[src/rtl/dco_nco_if.sv]
// Control/status bundle for the multi-phase NCO: handshaked control codes in,
// phase clocks and tuning status out.
interface dco_nco_if #(
    parameter int NCTRL  = 32'sd4,
    parameter int CTRL_W = 32'sd12,
    parameter int ACC_W  = 32'sd16,
    parameter int NPHASE = 32'sd4
);
    logic                          en;
    logic [NCTRL-1:0][CTRL_W-1:0]  ctrl;
    logic                          ctrl_valid;
    logic                          ctrl_ready;
    logic [NPHASE-1:0]             pclk;
    logic                          wrap;
    logic [ACC_W-1:0]              fcw_act;
    logic                          sat_hi;
    logic                          sat_lo;
    logic                          running;

    modport master (
        output en, ctrl, ctrl_valid,
        input  ctrl_ready, pclk, wrap, fcw_act, sat_hi, sat_lo, running
    );

    modport slave (
        input  en, ctrl, ctrl_valid,
        output ctrl_ready, pclk, wrap, fcw_act, sat_hi, sat_lo, running
    );
endinterface

[src/rtl/dco_nco.sv]
// Multi-phase NCO: clamped weighted control sum retunes the accumulator only at phase wrap.
// Optional period-jitter LFSR dither is enabled by defining DCO_NCO_DITHER_EN.
module dco_nco #(
    parameter int NCTRL          = 32'sd4,
    parameter int CTRL_W         = 32'sd12,
    parameter int KSHIFT [NCTRL] = '{32'sd12, 32'sd8, 32'sd4, 32'sd0},
    parameter int ACC_W          = 32'sd16,
    parameter int F0_FCW         = 32'sd4096,
    parameter int FCW_MIN        = 32'sd256,
    parameter int FCW_MAX        = 32'sd32768,
    parameter int NPHASE         = 32'sd4
) (
    input  logic     clk,
    input  logic     resetn,
    dco_nco_if.slave bus
);
    localparam int SUM_W   = ACC_W + CTRL_W + 32'sd4;
    localparam int PH_STEP = (32'sd1 <<< ACC_W) / NPHASE;
    localparam logic signed [SUM_W-1:0] F0_S   = SUM_W'(F0_FCW);
    localparam logic signed [SUM_W-1:0] FMIN_S = SUM_W'(FCW_MIN);
    localparam logic signed [SUM_W-1:0] FMAX_S = SUM_W'(FCW_MAX);

    // Returns {sat_hi, sat_lo, fcw} for a signed wide sum.
    function automatic logic [ACC_W+1:0] clamp_fcw(input logic signed [SUM_W-1:0] s);
        logic [ACC_W+1:0] r;
        if (s > FMAX_S) begin
            r = {1'b1, 1'b0, FMAX_S[ACC_W-1:0]};
        end else if (s < FMIN_S) begin
            r = {1'b0, 1'b1, FMIN_S[ACC_W-1:0]};
        end else begin
            r = {2'b00, s[ACC_W-1:0]};
        end
        return r;
    endfunction

    localparam logic [ACC_W+1:0] F0_CLAMP = clamp_fcw(F0_S);

    typedef enum logic [1:0] {IDLE = 2'd0, RUN = 2'd1, STOP = 2'd2} state_t;

    state_t                  state_r, state_nxt_s;
    logic [ACC_W-1:0]        acc_r, acc_d_s, acc_next_s, ph_s;
    logic [ACC_W-1:0]        fcw_act_r, pend_fcw_r;
    logic [ACC_W:0]          inc_s, step_s;
    logic                    carry_s, wrap_r, wrap_d_s;
    logic                    pend_r, sat_hi_r, sat_lo_r, accept_s, apply_s;
    logic [NPHASE-1:0]       pclk_r, pclk_d_s, phase_s;
    logic signed [SUM_W-1:0] sum_s;
    logic [ACC_W+1:0]        clamp_s;

`ifdef DCO_NCO_DITHER_EN
    logic [15:0] lfsr_r;
    logic        lfsr_adv_s;
    assign lfsr_adv_s = (state_r != IDLE);
    assign inc_s      = {1'b0, fcw_act_r} + {{(ACC_W-1){1'b0}}, lfsr_r[1:0]};
`else
    assign inc_s      = {1'b0, fcw_act_r};
`endif

    assign step_s     = {1'b0, acc_r} + inc_s;
    assign carry_s    = step_s[ACC_W];
    assign acc_next_s = step_s[ACC_W-1:0];
    assign accept_s   = bus.ctrl_valid && !pend_r;
    assign clamp_s    = clamp_fcw(sum_s);

    // Weighted sum of the sign-extended control codes around the centre word.
    always_comb begin
        sum_s = F0_S;
        for (int i = 0; i < NCTRL; i++) begin
            sum_s = sum_s + ({{(SUM_W-CTRL_W){bus.ctrl[i][CTRL_W-1]}}, bus.ctrl[i]} << KSHIFT[i]);
        end
    end

    // Phase taps: MSB of the next accumulator value offset by k/NPHASE of a turn.
    always_comb begin
        phase_s = '0;
        ph_s    = '0;
        for (int k = 0; k < NPHASE; k++) begin
            ph_s       = acc_next_s + ACC_W'(k * PH_STEP);
            phase_s[k] = ph_s[ACC_W-1];
        end
    end

    // FSM state register.
    always_ff @(posedge clk or negedge resetn) begin
        if (!resetn) begin
            state_r <= IDLE;
        end else begin
            state_r <= state_nxt_s;
        end
    end

    // FSM next state; STOP keeps running until the turn completes unless re-enabled.
    always_comb begin
        state_nxt_s = state_r;
        case (state_r)
            IDLE: begin
                if (bus.en) state_nxt_s = RUN;
                else        state_nxt_s = IDLE;
            end
            RUN: begin
                if (!bus.en) state_nxt_s = STOP;
                else         state_nxt_s = RUN;
            end
            STOP: begin
                if (bus.en)       state_nxt_s = RUN;
                else if (carry_s) state_nxt_s = IDLE;
                else              state_nxt_s = STOP;
            end
            default: state_nxt_s = IDLE;
        endcase
    end

    // FSM outputs: accumulator/phase next values and when a pending code is applied.
    always_comb begin
        acc_d_s  = acc_r;
        wrap_d_s = 1'b0;
        pclk_d_s = '0;
        apply_s  = 1'b0;
        case (state_r)
            IDLE: begin
                acc_d_s = '0;
                apply_s = bus.en && pend_r;
            end
            RUN, STOP: begin
                wrap_d_s = carry_s;
                apply_s  = carry_s && pend_r;
                if (state_nxt_s == IDLE) begin
                    acc_d_s  = '0;
                    pclk_d_s = '0;
                end else begin
                    acc_d_s  = acc_next_s;
                    pclk_d_s = phase_s;
                end
            end
            default: begin
                acc_d_s = '0;
            end
        endcase
    end

    // Accumulator, phase clocks and wrap pulse.
    always_ff @(posedge clk or negedge resetn) begin
        if (!resetn) begin
            acc_r  <= '0;
            pclk_r <= '0;
            wrap_r <= 1'b0;
        end else begin
            acc_r  <= acc_d_s;
            pclk_r <= pclk_d_s;
            wrap_r <= wrap_d_s;
        end
    end

    // Single pending slot; accept and apply are exclusive because both depend on pend_r.
    always_ff @(posedge clk or negedge resetn) begin
        if (!resetn) begin
            pend_r     <= 1'b0;
            pend_fcw_r <= '0;
            fcw_act_r  <= F0_CLAMP[ACC_W-1:0];
            sat_hi_r   <= 1'b0;
            sat_lo_r   <= 1'b0;
        end else if (accept_s) begin
            pend_r     <= 1'b1;
            pend_fcw_r <= clamp_s[ACC_W-1:0];
            sat_hi_r   <= clamp_s[ACC_W+1];
            sat_lo_r   <= clamp_s[ACC_W];
        end else if (apply_s) begin
            pend_r    <= 1'b0;
            fcw_act_r <= pend_fcw_r;
        end else begin
            pend_r <= pend_r;
        end
    end

`ifdef DCO_NCO_DITHER_EN
    // Galois LFSR x^16+x^14+x^13+x^11+1, stepped only while oscillating.
    always_ff @(posedge clk or negedge resetn) begin
        if (!resetn) begin
            lfsr_r <= 16'hACE1;
        end else if (lfsr_adv_s) begin
            lfsr_r <= {1'b0, lfsr_r[15:1]} ^ (lfsr_r[0] ? 16'hB400 : 16'h0000);
        end else begin
            lfsr_r <= lfsr_r;
        end
    end
`endif

    assign bus.ctrl_ready = !pend_r;
    assign bus.pclk       = pclk_r;
    assign bus.wrap       = wrap_r;
    assign bus.fcw_act    = fcw_act_r;
    assign bus.sat_hi     = sat_hi_r;
    assign bus.sat_lo     = sat_lo_r;
    assign bus.running    = (state_r != IDLE);
endmodule

[src/flat_wrapper.sv]
// flat-port wrapper written by rule: the top's interface ports become plain ports
module dco_nco_flat 
#(
    parameter int NCTRL          = 32'sd4,
    parameter int CTRL_W         = 32'sd12,
    parameter int KSHIFT [NCTRL] = '{32'sd12, 32'sd8, 32'sd4, 32'sd0},
    parameter int ACC_W          = 32'sd16,
    parameter int F0_FCW         = 32'sd4096,
    parameter int FCW_MIN        = 32'sd256,
    parameter int FCW_MAX        = 32'sd32768,
    parameter int NPHASE         = 32'sd4
)
  (clk, resetn, bus_en, bus_ctrl, bus_ctrl_valid, bus_ctrl_ready, bus_pclk, bus_wrap, bus_fcw_act, bus_sat_hi, bus_sat_lo, bus_running);
  dco_nco_if #(.NCTRL(NCTRL), .CTRL_W(CTRL_W), .ACC_W(ACC_W), .NPHASE(NPHASE)) bus_i ();
  input  logic clk;
  input  logic resetn;
  input wire logic [$bits(bus_i.en)-1:0] bus_en;
  input wire logic [$bits(bus_i.ctrl)-1:0] bus_ctrl;
  input wire logic [$bits(bus_i.ctrl_valid)-1:0] bus_ctrl_valid;
  output wire logic [$bits(bus_i.ctrl_ready)-1:0] bus_ctrl_ready;
  output wire logic [$bits(bus_i.pclk)-1:0] bus_pclk;
  output wire logic [$bits(bus_i.wrap)-1:0] bus_wrap;
  output wire logic [$bits(bus_i.fcw_act)-1:0] bus_fcw_act;
  output wire logic [$bits(bus_i.sat_hi)-1:0] bus_sat_hi;
  output wire logic [$bits(bus_i.sat_lo)-1:0] bus_sat_lo;
  output wire logic [$bits(bus_i.running)-1:0] bus_running;
  assign bus_i.en = bus_en;
  assign bus_i.ctrl = bus_ctrl;
  assign bus_i.ctrl_valid = bus_ctrl_valid;
  assign bus_ctrl_ready = bus_i.ctrl_ready;
  assign bus_pclk = bus_i.pclk;
  assign bus_wrap = bus_i.wrap;
  assign bus_fcw_act = bus_i.fcw_act;
  assign bus_sat_hi = bus_i.sat_hi;
  assign bus_sat_lo = bus_i.sat_lo;
  assign bus_running = bus_i.running;
  dco_nco #(.NCTRL(NCTRL), .CTRL_W(CTRL_W), .KSHIFT(KSHIFT), .ACC_W(ACC_W), .F0_FCW(F0_FCW), .FCW_MIN(FCW_MIN), .FCW_MAX(FCW_MAX), .NPHASE(NPHASE)) u_core (.clk(clk), .resetn(resetn), .bus(bus_i));
endmodule
[config.mk]
export PLATFORM = sky130hd
export DESIGN_NAME = dco_nco_flat
export DESIGN_NICKNAME = d
export VERILOG_FILES = /design/src/rtl/dco_nco_if.sv /design/src/rtl/dco_nco.sv /design/src/flat_wrapper.sv
export SDC_FILE = /design/constraint.sdc
export NUM_CORES = 1
export LEC_CHECK = 0
export CORE_MARGIN = 4
export CORE_UTILIZATION = 30
export CTS_CLUSTER_DIAMETER = 100
export DETAILED_ROUTE_END_ITERATION = 10
export MAX_ROUTING_LAYER = met4
export PLACE_DENSITY = 0.57
export SLEW_MARGIN = 25
export SYNTH_ARGS = -nofsm -noshare
export SYNTH_HDL_FRONTEND = slang
export SYNTH_SLANG_ARGS = --single-unit
[constraint.sdc]
create_clock -name clk -period 3.9 [get_ports clk]
set_clock_uncertainty 0.05 [all_clocks]
set_input_delay 0.78 -clock clk [delete_from_list [all_inputs] [get_ports clk]]
set_output_delay 0.78 -clock clk [all_outputs]
set_load 0.005 [all_outputs]
==> flow_summary.yaml, run 1 <==
clock_tree:
  cts_buffer_depth: 2
  clock_sinks: 57
  numCtsBuffers: 9
  htree_num_levels: 3
  cts-root-buf: "clkbuf_16"
yosys:
  synth_top_area_share_pct: 25.9
  syn_avg_cell_area_um2: 9.25
  yosysSeqAreaShare_pct: 26.4
  async_reset_ff_share_pct: 100
  synth_edf_count: 0
  synth_cells: 585
  synth_warnings: 0
  synth.area.top_cells: "dfrtp_1 26%, ha_1 12%, fa_1 10%, inv_1 5.3%, mux2_2 3.7%"
  ys.flop_type: "dfrtp_1"
  synth_nets: 717
  synth.distinct_cells: 74
  synth_area_leader_cell: "dfrtp_1"
  synth.cell_area_um2: 5410
  synth_seq_cells: 57
placed_design:
  dp_hpwl_um: 10900
  dp_slack_ns: -1.29
  gp_congestion: 0.880
  numPortBuffers: 76
outcome:
  firstError: "[ERROR DRT-0255] Maze Route cannot find path of net clk in worker of routeBox ( 96600 0 ) ( 142305 48300 )."
  status: "stopped before the end"
  stop_stage: "detailed routing"
global_route:
  grt_pass1_wl_um: 22800
  grt_max_degree: 35
  grt_util_all_layers_pct: 13.7
  grt_pass1_vias: 5077
  grt-ovfl-total: 0
  antenna_found_initial: 0
timing:
  worst_endpoint_kind: "register data pin"
  grt_worst_setup_endpoint: "u_core.pend_fcw_r[8]$_DFFE_PN0P_/D"
floorplanning:
  die_h_um: 142
  io_pins: 77
  start_util_pct: 31.0
  row_count: 48
  die_w_um: 142
[what timing repair did]
| action | in CTS | in global routing |
|---|---|---|
| hold buffers | 0 | 0 |
| buffers inserted | 20 | 9 |
| endpoints found under the hold margin | 0 | 0 |
| gates resized for setup | 155 | 84 |
| gates cloned | 1 | 0 |
| endpoints found under the setup margin | 18 | 18 |
| pin swaps | 85 | 70 |
[cells in the mapped netlist, types with 3 or more instances]
cell	count
ha_1	53
a2111oi_4	3
fa_1	27
or2_2	6
and2_1	5
nand3_1	19
a31oi_1	3
clkbuf_1	4
a21oi_1	29
and3_1	6
a211oi_1	10
o31ai_1	11
or3_1	4
mux2_2	18
nand2_1	39
o21bai_1	7
nand2b_1	3
xnor2_1	18
nand4_1	8
nor3_1	9
o21ai_0	26
a21o_1	14
or2b_1	8
inv_1	77
nor2b_1	7
dfrtp_1	56
nor2_1	36
o21a_1	3
xor2_1	13
o211ai_1	5
buf_2	3
[metal layers]
| metal | track usage [%] |
|---|---|
| met4 | 2.90 |
| met1 | 17.2 |
| met2 | 23.7 |
| met5 | - |
| met3 | 1.68 |
[logic make-up after synthesis]
group | count (synthesis) | synth area share, %
buffers and inverters | 88 | 6.45
and+or+nand+nor | 165 | 15.9
xor gates and xnor gates | 31 | 5.02
muxes | 18 | 3.75
DFF | 57 | 26.4
adders and majority gates | 80 | 22.2
AOI/OAI and AO/OA | 146 | 20.3
[through the flow]
step	util (%)	cell area, µm²	cells	hold slack [ns]
2_1_floorplan	-	5510	585	0.395
3_3_place_gp	41.5	7260	979	0.421
3_5_place_dp	41.5	7260	979	0.419
4_1_cts	47.0	8210	1016	0.377
5_1_grt	49.2	8600	1024	0.401
==> inputs of run 2 (changes only) <==
--- a/config.mk
+++ b/config.mk
@@ -6,11 +6,9 @@
 export NUM_CORES = 1
 export LEC_CHECK = 0
 export CORE_MARGIN = 4
-export CORE_UTILIZATION = 30
-export CTS_CLUSTER_DIAMETER = 100
+export CORE_UTILIZATION = 20
 export DETAILED_ROUTE_END_ITERATION = 10
-export MAX_ROUTING_LAYER = met4
-export PLACE_DENSITY = 0.57
+export PLACE_DENSITY_LB_ADDON = 0.15
 export SLEW_MARGIN = 25
 export SYNTH_ARGS = -nofsm -noshare
 export SYNTH_HDL_FRONTEND = slang
==> flow_summary.yaml, run 2 <==
route:
  drt_iter0_markers: 167
  drc_errors: 0
  vias: 4951
  wl_um: 15200
  routedWlPerCell_um: 13.4
  via_per_inst: 4.36
  ant_nets: 0
  first_pass_iters: 5
clock_tree:
  cts_buffer_depth: 2
  numCtsBuffers: 9
  clk_pin_slew_worst_paths_ns: 0.05
  clk_latency_ns: 0.33
  htree_num_levels: 3
  clock_sinks: 57
  cts-root-buf: "clkbuf_16"
  cts_tree: "done"
critical_path:
  path_depth: 14
  crit_path_max_incr_delay_ns: 0.58
  path_delay_family: "compound AO/OA/AOI/OAI gates"
  crit_type: "in -> reg"
  cp.buffers_inverters: 3
  crit_path_max_fanout: 5
  path_cells: "dlygate4sd2_1 > fa_2 > buf_6 > fa_1 > ha_4 > a21oi_4 > o21ai_4 > a21o_1 > a211o_2 > or3_4 > a2111oi_4 > buf_4 > nand3b_4 > o31ai_4"
  ff2ff_path_depth: 11
  cp_slowest_cell: "fa_2"
  worst_setup_path_end_kind: "flip-flop"
  startpoint_type: "primary input"
  critPathRequiredTime_ns: 4.10
  regToRegSetupSlack_ns: 0.55
  cp.arrival_ns: 4.48
timing:
  rsz0062_at_grt: "true"
  finalSetupTns_ns: -5.65
  drv_slew: 0
  period_share_pct: 110
  setup_viol: 18
  fin_crit_ns: 4.28
  hold_viol_final: 0
  worst_slack_ns: -0.380
  max_freq_mhz: 234
  whs_ns: 0.378
  tightest_slew_ns: 0.701
  slew_headroom_pct: 53.2
outcome:
  status: "finished, violations left"
  failed_checks: "setup timing"
floorplanning:
  start_util_pct: 20.5
  coreArea_um2: 26400
  die_w_um: 172
  die_h_um: 172
  dieArea_um2: 29800
  row_count: 59
  io_pins: 77
yosys:
  synth-xor-area-share_pct: 5.02
  synth_warnings: 0
  yosysMostFrequentCell: "inv_1"
  synth.cell_area_um2: 5410
  yosys-top-cells-count: "77 x inv_1, 56 x dfrtp_1, 53 x ha_1"
  synth_top_family_by_area: "adder cells"
  synth-simple-area-share_pct: 15.9
  synth_cells: 585
  synth_area_leader_cell: "dfrtp_1"
  synth.distinct_cells: 74
  synth_seq_cells: 57
  ys.flop_type: "dfrtp_1"
  synth_nets: 717
  synth_fa_ha_area_share_pct: 22.2
  syn_avg_cell_area_um2: 9.25
  synth_mux_area_share_pct: 3.75
  synth_compound_area_share_pct: 20.3
  synth.area.top_cells: "dfrtp_1 26%, ha_1 12%, fa_1 10%, inv_1 5.3%, mux2_2 3.7%"
  synth_top_area_share_pct: 25.9
  async_reset_ff_share_pct: 100
  synth_edf_count: 0
  yosysSeqAreaShare_pct: 26.4
flow_run:
  maxCapViolCount: 0
placed_design:
  numPortBuffers: 76
  dp.cells: 1087
  dp_slack_ns: -1.50
  dpl_cell_area_um2: 7380
  gp_congestion: 0.779
  dp_hpwl_um: 12100
power_and_ir_drop:
  p_leak_nw: 3.93
  max-vdd-ir-drop_mv: 0.221
  p_total_mw: 4.35
  p_per_area_nw_per_um2: 507
global_route:
  grt_pass1_wl_um: 24700
  grt_pass1_vias: 5255
  grt_util_all_layers_pct: 10.1
  antenna_found_initial: 0
  grt-ovfl-total: 0
  grt_max_degree: 40
cells_and_area:
  finalCoreUtilization_pct: 32.6
  design_area_um2: 8590
  drive_above_1_share_pct: 39.0
  final_cells: 1135
  syn2layout_area_growth_pct: 58.8
  antennaDiodeCount: 0
  layout_common_cells: "120 x buf_4, 56 x dfrtp_1, 50 x inv_1"
  final_common_cell: "buf_4"
  layout.nets: 927
worst_hold_path:
  hp-class: "in -> async"
==> run 2: worst paths after layout <==
path | from | to
min reg2reg | u_core.pend_fcw_r[11]$_DFFE_PN0P_ | u_core.pend_fcw_r[11]$_DFFE_PN0P_
min | resetn | u_core.acc_r[3]$_DFF_PN0_
max in group asynchronous | resetn | u_core.bus.fcw_act[12]$_DFFE_PN1P_
max | bus_ctrl[23] | u_core.pend_fcw_r[8]$_DFFE_PN0P_
max reg2reg | u_core.bus.fcw_act[0]$_DFFE_PN0P_ | u_core.bus.fcw_act[14]$_DFFE_PN0P_
min in group clk | u_core.pend_fcw_r[11]$_DFFE_PN0P_ | u_core.pend_fcw_r[11]$_DFFE_PN0P_
==> run 2: cell families (layout without fill, tap and decap cells) <==
group	after synthesis	in the layout
mux	18	18
xor+xnor	31	31
flops	57	57
simple gates	165	166
compound gates	146	146
fa+ha+maj	80	80
buf+inv	88	302
==> run 2: area by class of cell <==
cell class              instances  area [µm²]
well taps                     335         419
clock buffers                  10         239
inverters                      77         299
fillers                      2677       17800
repair buffers                209        1790
multi-input cells             441        4350
flip-flops and latches         57        1430
clock inverters                 6        66.3
==> run 2: metal layers <==
metal | global-route usage [%] | up-vias | part of all wire, %
met3 | 1.78 | 15 | 3.0
met4 | 2.39 | 0 | 1.3
met1 | 12.4 | 2381 | 45
met5 | 0 | - | 0
li1 | - | 2478 | -
met2 | 18.3 | 77 | 51
==> run 2: where the power goes <==
part / switching (mW) / internal (mW) / total [mW] / leakage [nW]
sequential: 0.0534 / 0.656 / 0.710 / 0.774
combinational: 1.34 / 1.51 / 2.85 / 3.01
clock: 0.282 / 0.512 / 0.794 / 0.141
total: 1.68 / 2.68 / 4.35 / 3.93
==> run 2: worst register-to-register path: cells and delay by family, from the launching register on <==
kind,cells,cell delay (ns)
compound gates,7,1.51
mux,1,0.36
flops,1,0.40
buf+inv,1,0.24
fa+ha+maj,2,0.68
==> run 2: what timing repair did <==
action                     4_1_cts  5_1_grt
gates resized for setup        152       47
hold buffers                     0        0
gates cloned                     1        0
buffers inserted                24        7
setup endpoints to repair       18       18
hold endpoints to repair         0        0
pin swaps                       93       48
No activity file was read; power rests on OpenSTA's default activity.
==> inputs of run 3 (changes only) <==
--- a/config.mk
+++ b/config.mk
@@ -9,6 +9,7 @@
 export CORE_UTILIZATION = 20
 export DETAILED_ROUTE_END_ITERATION = 10
 export PLACE_DENSITY_LB_ADDON = 0.15
+export RECOVER_POWER = 50
 export SLEW_MARGIN = 25
 export SYNTH_ARGS = -nofsm -noshare
 export SYNTH_HDL_FRONTEND = slang
==> flow_summary.yaml, run 3 (synthesis gave the netlist of run 2 again) <==
global_route:
  antenna_found_initial: 0
  grt_max_degree: 40
  grt_pass1_wl_um: 24700
  grt_util_all_layers_pct: 10.1
  grt-ovfl-total: 0
  grt_pass1_vias: 5255
power_and_ir_drop:
  max-vdd-ir-drop_mv: 0.221
  switching_share_pct: 38.5
  p_comb_share_pct: 65.4
  p_total_mw: 4.35
  p_seq_share_pct: 16.3
  p_per_area_nw_per_um2: 507
  internal-power_mw: 2.67
  pwr-share-clk_pct: 18.3
  p_leak_nw: 3.93
  p_sw_mw: 1.68
cells_and_area:
  layout_common_cells: "118 x buf_4, 56 x dfrtp_1, 50 x inv_1"
  antennaDiodeCount: 0
  syn2layout_area_growth_pct: 58.6
  finalCoreUtilization_pct: 32.6
  drive_above_1_share_pct: 38.8
  fillCellCount: 2677
  layout.nets: 927
  final_common_cell: "buf_4"
critical_path:
  cp_slowest_cell: "fa_2"
  path_cells: "dlygate4sd2_1 > fa_2 > buf_6 > fa_1 > ha_4 > a21oi_4 > o21ai_4 > a21o_1 > a211o_2 > or3_4 > a2111oi_4 > buf_4 > nand3b_4 > o31ai_4"
  crit_type: "in -> reg"
  crit_path_max_incr_delay_ns: 0.58
  cp.arrival_ns: 4.48
  startpoint_type: "primary input"
  crit_path_max_fanout: 5
  ff2ff_path_depth: 11
  worst_setup_path_end_kind: "flip-flop"
  critPathRequiredTime_ns: 4.10
outcome:
  status: "finished, violations left"
  failed_checks: "capacitance limit, slew limit, setup timing"
floorplanning:
  coreArea_um2: 26400
  die_w_um: 172
  dieArea_um2: 29800
  io_pins: 77
  die_h_um: 172
  row_count: 59
  start_util_pct: 20.5
clock_tree:
  clk_pin_slew_worst_paths_ns: 0.05
  cts_tree: "done"
  clk_latency_ns: 0.33
  cts_buffer_depth: 2
  cts-root-buf: "clkbuf_16"
  numCtsBuffers: 9
  hold_buffers: 0
  clock_sinks: 57
  htree_num_levels: 3
timing:
  rsz0062_at_grt: "true"
  max_freq_mhz: 234
  finalSetupTns_ns: -5.65
  tightest_slew_ns: 2.19
  fin_crit_ns: 4.28
  hold_viol_final: 0
  period_share_pct: 110
  setup_viol: 18
  worst_slack_ns: -0.381
  slew_headroom_pct: -46.2
  drv_slew: 40
route:
  drc_errors: 0
  wl_um: 15200
  via_per_inst: 4.36
  vias: 4950
  ant_nets: 0
  drt_iter0_markers: 170
  routedWlPerCell_um: 13.4
  first_pass_iters: 5
worst_hold_path:
  hp-class: "reg -> reg"
  min_path_cells: 2
placed_design:
  numPortBuffers: 76
  dp_hpwl_um: 12100
  gp_congestion: 0.779
flow_run:
  maxCapViolCount: 1
[run 3: changes by cell type in the layout (fill, tap and decap cells not counted), sizes merged]
| cell | change |
|---|---|
| clkdlybuf4s50 | -3 |
| buf | -2 |
| clkbuf | +2 |
| dlygate4sd3 | +3 |
[run 3: through the flow]
stage          std cells  hold WS, ns  cell area [µm²]  setup slack [ns]
5_1_grt             1135        0.468             8580            -0.514
3_3_place_gp        1087        0.423             7380             -1.31
4_1_cts             1128        0.435             8350            -0.424
2_1_floorplan        585        0.395             5510            -0.413
3_5_place_dp        1087        0.420             7380             -1.50
6_report            1135        0.428             8580            -0.381
[run 3: final timing paths]
path,startpoint,to,slack [ns]
setup / recovery,bus_ctrl[23],u_core.pend_fcw_r[8]$_DFFE_PN0P_,-0.38
hold / removal,u_core.pend_fcw_r[11]$_DFFE_PN0P_,u_core.pend_fcw_r[11]$_DFFE_PN0P_,0.43
setup reg to reg,u_core.bus.fcw_act[0]$_DFFE_PN0P_,u_core.bus.fcw_act[14]$_DFFE_PN0P_,0.55
hold reg to reg,u_core.pend_fcw_r[11]$_DFFE_PN0P_,u_core.pend_fcw_r[11]$_DFFE_PN0P_,0.43
max in group asynchronous,resetn,u_core.bus.fcw_act[14]$_DFFE_PN0P_,0.94
min in group asynchronous,resetn,u_core.acc_r[3]$_DFF_PN0_,1.04
[run 3: critical path: cells and delay by family]
family	cells	cell delay [ns]
compound gates	6	1.35
fa+ha+maj	3	1.33
buf+inv	3	0.55
simple gates	2	0.47
[run 3: layout make-up]
cell class / instances / area [µm²] / area share, %
clock buffers: 10 / 239 / 2.78
inverters: 77 / 299 / 3.48
repair buffers: 209 / 1780 / 20.7
well taps: 335 / 419 / 4.88
clock inverters: 6 / 66.3 / 0.772
multi-input cells: 441 / 4350 / 50.7
flip-flops and latches: 57 / 1430 / 16.6
[run 3: repair_timing]
item                       in CTS  in global routing
cloned                          1                  0
pin swaps                      93                 48
hold endpoints to repair        0                  0
setup buffers                  24                  7
resized for setup             152                 47
setup endpoints to repair      18                 18
[run 3: routing by layer]
layer	wire (µm)	part of all wire [%]	vias to the layer above	GRT usage [%]
li1	-	-	2479	-
met5	0	0	-	0
met2	7690	51	76	18.3
met3	454	3.0	15	1.78
met4	200	1.3	0	2.39
met1	6820	45	2380	12.4
[run 3: power by group through the flow]
| stage | sequential, mW | combinational (mW) | clock [mW] |
|---|---|---|---|
| finish | 0.709 | 2.85 | 0.794 |
| global route | 0.720 | 3.10 | 0.849 |
| CTS | 0.712 | 2.75 | 0.819 |
| detailed placement | 0.723 | 2.29 | 0 |
| global placement | 0.719 | 2.28 | 0 |
| floorplan | 0.703 | 1.37 | 0 |
==> inputs of run 4 (changes only) <==
--- a/config.mk
+++ b/config.mk
@@ -6,7 +6,7 @@
 export NUM_CORES = 1
 export LEC_CHECK = 0
 export CORE_MARGIN = 4
-export CORE_UTILIZATION = 20
+export CORE_UTILIZATION = 45
 export DETAILED_ROUTE_END_ITERATION = 10
 export PLACE_DENSITY_LB_ADDON = 0.15
 export RECOVER_POWER = 50
==> constraint.sdc (replaced) <==
create_clock -name clk -period 3.7 [get_ports clk]
set_clock_uncertainty 0.05 [all_clocks]
set_input_delay 0.74 -clock clk [delete_from_list [all_inputs] [get_ports clk]]
set_output_delay 0.74 -clock clk [all_outputs]
set_load 0.005 [all_outputs]
==> flow_summary.yaml, run 4 (synthesis gave the netlist of run 2 again) <==
outcome:
  status: "finished, violations left"
  failed_checks: "capacitance limit, slew limit, setup timing"
route:
  routedWlPerCell_um: 15.4
  drt_iter0_markers: 214
  ant_nets: 0
  drc_errors: 0
  via_per_inst: 5.40
  first_pass_iters: 5
  wl_um: 14500
  vias: 5094
clock_tree:
  htree_num_levels: 3
  cts_buffer_depth: 2
  cts-root-buf: "clkbuf_16"
  hold_buffers: 0
  clk_pin_slew_worst_paths_ns: 0.05
  clk_latency_ns: 0.33
  numCtsBuffers: 9
  clock_sinks: 57
  cts_tree: "done"
global_route:
  grt-ovfl-total: 0
  grt_pass1_wl_um: 24500
  grt_pass1_vias: 5391
  grt_util_all_layers_pct: 21.3
  antenna_found_initial: 0
  grt_max_degree: 47
cells_and_area:
  finalCoreUtilization_pct: 72.3
  design_area_um2: 8390
  final_common_cell: "buf_4"
  multiInputGateArea_um2: 4380
  register_area_um2: 1430
  syn2layout_area_growth_pct: 55.1
  antennaDiodeCount: 0
  layout.nets: 927
  layout_common_cells: "116 x buf_4, 56 x dfrtp_1, 53 x inv_1"
  drive_above_1_share_pct: 38.9
  fillCellCount: 859
critical_path:
  cp_slowest_cell: "fa_1"
  critPathRequiredTime_ns: 3.87
  path_common_cell: "fa_1"
  cp.buffers_inverters: 4
  worst_setup_path_end_kind: "flip-flop"
  crit_path_max_incr_delay_ns: 0.50
  startpoint_type: "primary input"
  crit_path_max_fanout: 5
  regToRegSetupSlack_ns: 0.29
  crit_type: "in -> reg"
  cp.arrival_ns: 4.33
  path_cells: "clkdlybuf4s50_1 > inv_1 > fa_1 > fa_1 > inv_2 > ha_4 > a21oi_4 > o22ai_2 > o311a_1 > or3_4 > a2111oi_4 > buf_6 > nand3b_4 > o21ba_4"
  path_delay_family: "compound AO/OA/AOI/OAI gates"
power_and_ir_drop:
  p_comb_share_pct: 66.0
  p_seq_share_pct: 16.0
  max-vdd-ir-drop_mv: 0.316
  internal-power_mw: 2.85
  pwr-share-clk_pct: 18.0
  switching_share_pct: 38.3
  p_per_area_nw_per_um2: 550
  p_leak_nw: 3.91
  p_sw_mw: 1.77
timing:
  tightest_slew_ns: 2.35
  setup_viol: 18
  period_share_pct: 113
  slew_headroom_pct: -56.9
  fin_crit_ns: 4.17
  max_freq_mhz: 240
  finalSetupTns_ns: -7.55
  worst_slack_ns: -0.465
  hold_viol_final: 0
  drv_slew: 47
  rsz0062_at_grt: "true"
flow_run:
  maxCapViolCount: 1
floorplanning:
  io_pins: 77
  start_util_pct: 46.6
  row_count: 39
  die_w_um: 118
  die_h_um: 118
  coreArea_um2: 11600
  dieArea_um2: 13800
placed_design:
  numPortBuffers: 76
  dpl_cell_area_um2: 7180
  gp_congestion: 0.892
  dp_hpwl_um: 10900
  dp_slack_ns: -1.46
worst_hold_path:
  hp-class: "reg -> reg"
==> run 4: power groups by stage <==
stage               Combinational (mW)  Sequential (mW)  Clock, mW
finish                            3.05            0.740      0.829
global route                      3.30            0.750      0.877
CTS                               2.81            0.741      0.843
detailed placement                2.37            0.752          0
global placement                  2.33            0.748          0
floorplan                         1.45            0.741          0
==> run 4: tightest hold or removal path, stage by stage (launching register included) <==
cell	delay, ns
dfrtp_1	0.34
nand2_1	0.05
o21ai_1	0.06
==> run 4: timing repair <==
item                                    4_1_cts  5_1_grt
endpoints found under the setup margin       18       18
gates cloned                                  3        0
hold endpoints to repair                      0        0
setup buffers                                24        5
pin swaps                                    79       34
resized for setup                           152       46
==> run 4: metal layers <==
metal	up-vias	track usage, %	routed length (µm)
met4	0	9.60	410
met5	-	0	0
li1	2488	-	-
met3	39	3.08	420
met2	116	39.5	7720
met1	2451	24.0	5990
==> run 4: cell type report <==
cell class	count	area share, %
well taps	143	2.13
multi-input cells	442	52.2
repair buffers	208	21.5
inverters	77	3.52
flip-flops and latches	57	17.0
clock buffers	10	2.85
clock inverters	6	0.790
==> run 4: worst paths after layout <==
| path | depth (start not counted) | start | endpoint |
|---|---|---|---|
| worst min register to register | 2 | u_core.pend_fcw_r[13]$_DFFE_PN0P_ | u_core.pend_fcw_r[13]$_DFFE_PN0P_ |
| max in group asynchronous | 2 | resetn | u_core.bus.pclk[3]$_DFF_PN0_ |
| min in group asynchronous | 1 | resetn | u_core.acc_r[1]$_DFF_PN0_ |
| worst max register to register | 11 | u_core.bus.fcw_act[0]$_DFFE_PN0P_ | u_core.bus.fcw_act[2]$_DFFE_PN0P_ |
| worst min-delay path | 2 | u_core.pend_fcw_r[13]$_DFFE_PN0P_ | u_core.pend_fcw_r[13]$_DFFE_PN0P_ |
| worst max-delay path | 14 | bus_ctrl[31] | u_core.bus.sat_hi$_DFFE_PN0P_ |
==> run 4: through the flow <==
step,hold slack (ns),power [mW],instances
after CTS,0.436,4.40,938
after floorplan,0.394,2.19,585
after global routing,0.459,4.93,943
final,0.437,4.62,943
after global placement,0.414,3.08,895
after detailed placement,0.423,3.13,895
